$ cat src/rtl/sme_pkg.sv
// Shared types, constants and helpers for the string-matching pattern scheduler.
package sme_pkg;

    localparam int PAT_ROM_AW = 7;
    localparam int PAT_NO_W   = 4;
    localparam int PAT_IDX_W  = 5;
    localparam int LEN_W      = 6;

    localparam logic [7:0] TERM_CHAR_DEF = 8'h0A;
    localparam logic [7:0] END_CHAR_DEF  = 8'h00;

    typedef enum logic [2:0] {
        ST_IDLE      = 3'd0,
        ST_PRIME     = 3'd1,
        ST_LOAD      = 3'd2,
        ST_START     = 3'd3,
        ST_WAIT_DONE = 3'd4,
        ST_FINISH    = 3'd5
    } sched_state_e;

    function automatic logic [7:0] to_lower(input logic [7:0] c);
        logic [7:0] r;
        if ((c >= 8'h41) && (c <= 8'h5A)) begin
            r = c + 8'h20;
        end else begin
            r = c;
        end
        return r;
    endfunction

endpackage

$ cat src/rtl/sme_pat_buf.sv
// Pattern buffer: one synchronous write port, one combinational read port.
module sme_pat_buf
    import sme_pkg::*;
#(
    parameter int DEPTH = 32
) (
    input  logic                 clk,
    input  logic                 wr_en,
    input  logic [PAT_IDX_W-1:0] wr_idx,
    input  logic [7:0]           wr_data,
    input  logic [PAT_IDX_W-1:0] pat_idx,
    output logic [7:0]           pat_char
);

    logic [7:0] mem_q [DEPTH];

    // Contents are deliberately left unreset; only loaded characters are ever read
    always_ff @(posedge clk) begin
        if (wr_en) begin
            mem_q[wr_idx] <= wr_data;
        end
    end

    assign pat_char = mem_q[pat_idx];

endmodule

$ cat src/rtl/sme_pattern_sched.sv
// Pattern scheduler: walks the pattern ROM, loads one pattern at a time into a
// local buffer and hands it to the text-scan matcher over a start/done handshake.
module sme_pattern_sched
    import sme_pkg::*;
#(
    parameter int         MAX_LEN   = 32,
    parameter logic [7:0] TERM_CHAR = TERM_CHAR_DEF,
    parameter logic [7:0] END_CHAR  = END_CHAR_DEF
) (
    input  logic                  clk,
    input  logic                  reset,
    input  logic                  go,
    input  logic                  case_insensitive,
    output logic [PAT_ROM_AW-1:0] P_addr,
    input  logic [7:0]            P_data,
    output logic                  mstart,
    output logic [LEN_W-1:0]      mpat_len,
    output logic [PAT_NO_W-1:0]   pattern_no,
    input  logic [PAT_IDX_W-1:0]  pat_idx,
    output logic [7:0]            pat_char,
    input  logic                  mdone,
    output logic                  busy,
    output logic                  finish,
    output logic                  len_ovf
);

    sched_state_e          state_q, state_d;
    logic [PAT_ROM_AW-1:0] addr_q, addr_d, step_addr_s;
    logic                  last_q, last_d, step_last_s;
    logic [LEN_W-1:0]      len_q, len_d;
    logic [PAT_NO_W-1:0]   pat_no_q, pat_no_d;
    logic                  ovf_q, ovf_d;
    logic                  fold_q, fold_d;
    logic                  end_pend_q, end_pend_d;
    logic                  mstart_q, busy_q, finish_q;
    logic                  wr_en_s;
    logic [7:0]            wr_data_s;

    // Address advance saturates at the top; last_q marks that byte 127 is the one arriving
    always_comb begin
        if (addr_q == 7'h7F) begin
            step_addr_s = addr_q;
            step_last_s = 1'b1;
        end else begin
            step_addr_s = addr_q + 7'd1;
            step_last_s = 1'b0;
        end
    end

    assign wr_data_s = fold_q ? to_lower(P_data) : P_data;

    // Next-state logic; a held address after a terminator is the one-byte rewind
    always_comb begin
        state_d    = state_q;
        addr_d     = addr_q;
        last_d     = last_q;
        len_d      = len_q;
        pat_no_d   = pat_no_q;
        ovf_d      = ovf_q;
        fold_d     = fold_q;
        end_pend_d = end_pend_q;
        wr_en_s    = 1'b0;
        case (state_q)
            ST_IDLE, ST_FINISH: begin
                if (go) begin
                    state_d    = ST_PRIME;
                    addr_d     = 7'd0;
                    last_d     = 1'b0;
                    len_d      = 6'd0;
                    pat_no_d   = 4'd0;
                    ovf_d      = 1'b0;
                    fold_d     = case_insensitive;
                    end_pend_d = 1'b0;
                end else begin
                    state_d = state_q;
                end
            end
            ST_PRIME: begin
                state_d = ST_LOAD;
                addr_d  = step_addr_s;
                last_d  = step_last_s;
            end
            ST_LOAD: begin
                if (P_data == END_CHAR) begin
                    state_d = ST_FINISH;
                end else if (P_data == TERM_CHAR) begin
                    if (len_q != 6'd0) begin
                        state_d    = ST_START;
                        end_pend_d = last_q;
                    end else if ((pat_no_q == 4'hF) || last_q) begin
                        state_d = ST_FINISH;
                    end else begin
                        pat_no_d = pat_no_q + 4'd1;
                        addr_d   = step_addr_s;
                        last_d   = step_last_s;
                    end
                end else begin
                    if (len_q < LEN_W'(MAX_LEN)) begin
                        wr_en_s = 1'b1;
                        len_d   = len_q + 6'd1;
                    end else begin
                        ovf_d = 1'b1;
                    end
                    if (last_q) begin
                        state_d    = ST_START;
                        end_pend_d = 1'b1;
                    end else begin
                        addr_d = step_addr_s;
                        last_d = step_last_s;
                    end
                end
            end
            ST_START: begin
                state_d = ST_WAIT_DONE;
            end
            ST_WAIT_DONE: begin
                if (mdone) begin
                    if ((pat_no_q == 4'hF) || end_pend_q) begin
                        state_d = ST_FINISH;
                    end else begin
                        state_d  = ST_PRIME;
                        pat_no_d = pat_no_q + 4'd1;
                        len_d    = 6'd0;
                    end
                end else begin
                    state_d = state_q;
                end
            end
            default: begin
                state_d = ST_IDLE;
            end
        endcase
    end

    // State and output registers; flags are decoded from the next state so they are registered
    always_ff @(posedge clk or negedge reset) begin
        if (!reset) begin
            state_q    <= ST_IDLE;
            addr_q     <= 7'd0;
            last_q     <= 1'b0;
            len_q      <= 6'd0;
            pat_no_q   <= 4'd0;
            ovf_q      <= 1'b0;
            fold_q     <= 1'b0;
            end_pend_q <= 1'b0;
            mstart_q   <= 1'b0;
            busy_q     <= 1'b0;
            finish_q   <= 1'b0;
        end else begin
            state_q    <= state_d;
            addr_q     <= addr_d;
            last_q     <= last_d;
            len_q      <= len_d;
            pat_no_q   <= pat_no_d;
            ovf_q      <= ovf_d;
            fold_q     <= fold_d;
            end_pend_q <= end_pend_d;
            mstart_q   <= (state_d == ST_START);
            busy_q     <= (state_d != ST_IDLE) && (state_d != ST_FINISH);
            finish_q   <= (state_d == ST_FINISH);
        end
    end

    sme_pat_buf #(
        .DEPTH (MAX_LEN)
    ) u_pat_buf (
        .clk      (clk),
        .wr_en    (wr_en_s),
        .wr_idx   (len_q[PAT_IDX_W-1:0]),
        .wr_data  (wr_data_s),
        .pat_idx  (pat_idx),
        .pat_char (pat_char)
    );

    assign P_addr     = addr_q;
    assign mstart     = mstart_q;
    assign mpat_len   = len_q;
    assign pattern_no = pat_no_q;
    assign busy       = busy_q;
    assign finish     = finish_q;
    assign len_ovf    = ovf_q;

endmodule

$ cat config.mk
export PLATFORM = sky130hd
export DESIGN_NAME = sme_pattern_sched
export DESIGN_NICKNAME = d
export VERILOG_FILES = /design/src/rtl/sme_pkg.sv /design/src/rtl/sme_pat_buf.sv /design/src/rtl/sme_pattern_sched.sv
export SDC_FILE = /design/constraint.sdc
export NUM_CORES = 1
export LEC_CHECK = 0
export BUFFER_PORTS_ARGS = -buffer_cell sky130_fd_sc_hd__buf_2
export CAP_MARGIN = 20
export CORE_MARGIN = 5
export CORE_UTILIZATION = 55
export DETAILED_ROUTE_END_ITERATION = 12
export MAX_ROUTING_LAYER = met4
export PLACE_DENSITY = 0.76
export SYNTH_ARGS = -nofsm -noshare
export SYNTH_HDL_FRONTEND = slang
export SYNTH_SLANG_ARGS = --single-unit
$ cat constraint.sdc
create_clock -name clk -period 6.16 [get_ports clk]
set_input_delay 0.308 -clock clk [delete_from_list [all_inputs] [get_ports clk]]
set_output_delay 0.308 -clock clk [all_outputs]
set_load 0.005 [all_outputs]
==> run summary <==
Core outline area -> 20900 sq um
Area Overhead vs Synth -> 13.7%
First-pass GRT wire length -> 38.8 mm
R2R Path Start -> state_q[1]$_DFF_PN0_
Via count -> 6083
Top cell type by total area after synthesis -> edfxtp_1
Die width -> 155 um
FP Rows -> 53
Mapped Avg Cell Area -> 19.4 sq um
Crit start category -> input pin
Design area -> 13200 sq um
Worst Min Path Start -> go
Clock Latency Late Sink -> 0.56 ns
Post-synthesis sequential area ratio -> 72.2%
EDFF count, synth -> 256
Critical Path RT -> 5.85 ns
Fin util -> 63.0%
Relative slew slack -> 32.7%
Hpwl dp -> 15.8 mm
Worst hold path endpoint -> state_q[2]$_DFF_PN0_
RR Endpoint -> u_pat_buf.mem_q[12][7]$_DFFE_PP_
Filler instances -> 1415
Total Wirelength -> 25.6 mm
Die height -> 155 um
Lkg Pwr -> 4.36 nW
Top_reg_cell synth -> edfxtp_1
Hold Crit Depth -> 4
Largest net degree at the start of global routing -> 65
RSZ-0062 raised after global routing -> false
Synthesized cell area -> 11600 sq um
Cells after synthesis -> 597
Synth Register Bits -> 283
Worst-path clk slew -> 0.06 ns
Crit path from -> pat_idx[0]
Max Buffers Root-to-Sink -> 3
Num CTS Buffers -> 29
IO Count -> 47
Pwr Total -> 4.84 mW
Average wire per standard cell -> 26.8 um
Crit. End Element -> output pin
DRC errors left -> 0
Status -> finished clean
Reg2Reg Depth -> 5
GRT Overall Usage -> 22.3%
Layout cell share with drive strength beyond 1 -> 30.2%
GRT overflow -> 0
Final-report max-slew violation count -> 0
Synth warnings -> 0
CTS tree -> done
Placer Congestion -> 0.858
Period minus WS final -> 3.41 ns
Drt first pass iters -> 5
Maxcap violations -> 0
Worst Tran Pin Value -> 1.01 ns
DP Area -> 12100 sq um
Number of global-route vias before repair -> 6180
Synth top area cells -> edfxtp_1, mux4_2, dfrtp_1, nor2_1, mux2_2
Sink Count -> 283
Critical path arrival -> 3.10 ns
Maximum VDD drop -> 0.000258 V
Hold Fails Final Rpt -> 0
Iter 0 DRT Violations -> 568
Final setup fails -> 0
Synth async-reset ratio -> 9.54%
Clock Root Buffer -> clkbuf_16
Type of the worst min-delay path -> input pin to flip-flop
Fmax -> 0.293 GHz
Vias per cell -> 6.37
Place WS -> 2.73 ns
Syn nets -> 622
Setup CP Type -> input pin to output pin
Final net count -> 678
Initial antenna violation count -> 4
PwrDens -> 367 nW/um^2
Die footprint -> 24100 sq um
Clock Skew -> 0.0243 ns
Remaining antenna violation count -> 0
Port Buf Inserts -> 46
Worst R2R Setup Slack -> 2.80 ns
Final WS setup -> 2.75 ns
Synth cell types -> 55
H-tree depth -> 1
Total negative setup slack -> 0 ns
Crit share post-route -> 55.3%
Starting density of the core -> 55.5%
Share of the synthesized area in the top cell type -> 66.4%
Max FO, Critical Path -> 36
## what timing repair did
item / in CTS / in global routing
gates resized for setup: 0 / 0
hold buffers: 2 / 0
endpoints found under the hold margin: 28 / 0
buffers inserted: 0 / 0
## layout by cell type, fill, tap and decap left out, drive strengths merged, types with 5 or more instances in the layout
cell type and n:
a31oi 6, mux4 80, nand2 25, o31ai 5, edfxtp 256, nand2b 7
nor3 5, mux2 10, bufinv 8, clkinv 12, ha 7, inv 9
a21oi 5, buf 52, clkbuf 30, o21ai 16, nor2 44, nand3 8
dfrtp 27
## per-stage QoR
| step | instances | hold slack [ns] |
|---|---|---|
| 3_5_place_dp | 895 | 0.358 |
| 2_1_floorplan | 597 | 0.0124 |
| 4_1_cts | 951 | 0.227 |
| 5_1_grt | 955 | 0.273 |
| 3_3_place_gp | 895 | 0.340 |
| 6_report | 955 | 0.251 |
## state kept, by name, summed over array words and instances, names as in the netlist
name / flops
busy: 1
len_ovf: 1
finish: 1
end_pend_q: 1
pattern_no: 4
last_q: 1
P_addr: 7
mstart: 1
state_q: 3
u_pat_buf.mem_q: 256
mpat_len: 6
fold_q: 1
## where the power goes
part           internal [mW]  switching (mW)  total [mW]
combinational          0.255           0.393       0.649
clock                   1.20           0.720        1.92
sequential              2.19          0.0766        2.27
## critical path: stages
cell	delay [ns]
buf_4	0.57
buf_4	0.60
mux4_2	0.60
mux4_2	0.52
mux2_2	0.32
buf_2	0.14
## synthesized netlist by cell type (all sizes together), types with 2 or more instances
| master | number |
|---|---|
| edfxtp | 256 |
| mux4 | 80 |
| nor2 | 44 |
| dfrtp | 27 |
| nand2 | 25 |
| clkbuf | 16 |
| o21ai | 16 |
| buf | 13 |
| mux2 | 10 |
| inv | 8 |
| nand3 | 8 |
| ha | 7 |
| nand2b | 7 |
| a31oi | 6 |
| a21oi | 5 |
| nor3 | 5 |
| o31ai | 5 |
| and2 | 4 |
| nand3b | 4 |
| nor2b | 4 |
| or2 | 4 |
| or3b | 4 |
| a31o | 3 |
| a41oi | 3 |
| or4 | 3 |
| a21o | 2 |
| and3 | 2 |
| nand4 | 2 |
| o21bai | 2 |
| o32ai | 2 |
| o41ai | 2 |
| or3 | 2 |
| xnor2 | 2 |
## cells by family (layout without fill, tap and decap cells)
logic type | Yosys count | after routing | share of synthesized area [%]
adder cells (fa/ha/maj) | 7 | 7 | 0.756
XOR/XNOR | 2 | 2 | 0.151
other | 0 | 4 | 0
multiplexers | 90 | 90 | 16.5
AO/OA/AOI/OAI | 56 | 56 | 3.61
AND/OR/NAND/NOR | 122 | 122 | 5.30
flip-flops | 283 | 283 | 72.2
buffers and inverters | 37 | 116 | 1.46
## metal layers
| layer | track usage [%] | part of all wire [%] | up-vias | wire [um] |
|---|---|---|---|---|
| li1 | - | - | 2573 | - |
| met1 | 30.8 | 40 | 3145 | 10300 |
| met2 | 35.0 | 50 | 340 | 12700 |
| met3 | 5.09 | 8.9 | 25 | 2260 |
| met4 | 4.54 | 1.5 | 0 | 381 |
| met5 | - | 0 | - | 0 |
## worst max-delay path by stage
stage                                       to  slack, ns  cells after the start
2_1_floorplan  u_pat_buf.mem_q[0][6]$_DFFE_PP_       3.34                      5
3_3_place_gp                       pat_char[7]       2.78                      6
3_5_place_dp                       pat_char[7]       2.73                      6
4_1_cts                            pat_char[7]       2.68                      6
5_1_grt                            pat_char[7]       2.53                      6
6_report                           pat_char[7]       2.75                      6
## cell type report
type,count,area [sq um],share of cell area [%]
Clock inverter,24,339,2.57
Antenna cell,4,10.0,0.0760
Inverter,8,30.0,0.228
Timing Repair Buffer,54,298,2.26
Tap cell,275,344,2.61
Sequential cell,283,8360,63.5
Multi-Input combinational cell,277,3060,23.2
Clock buffer,30,729,5.54
No activity file was read; power rests on OpenSTA's default activity.
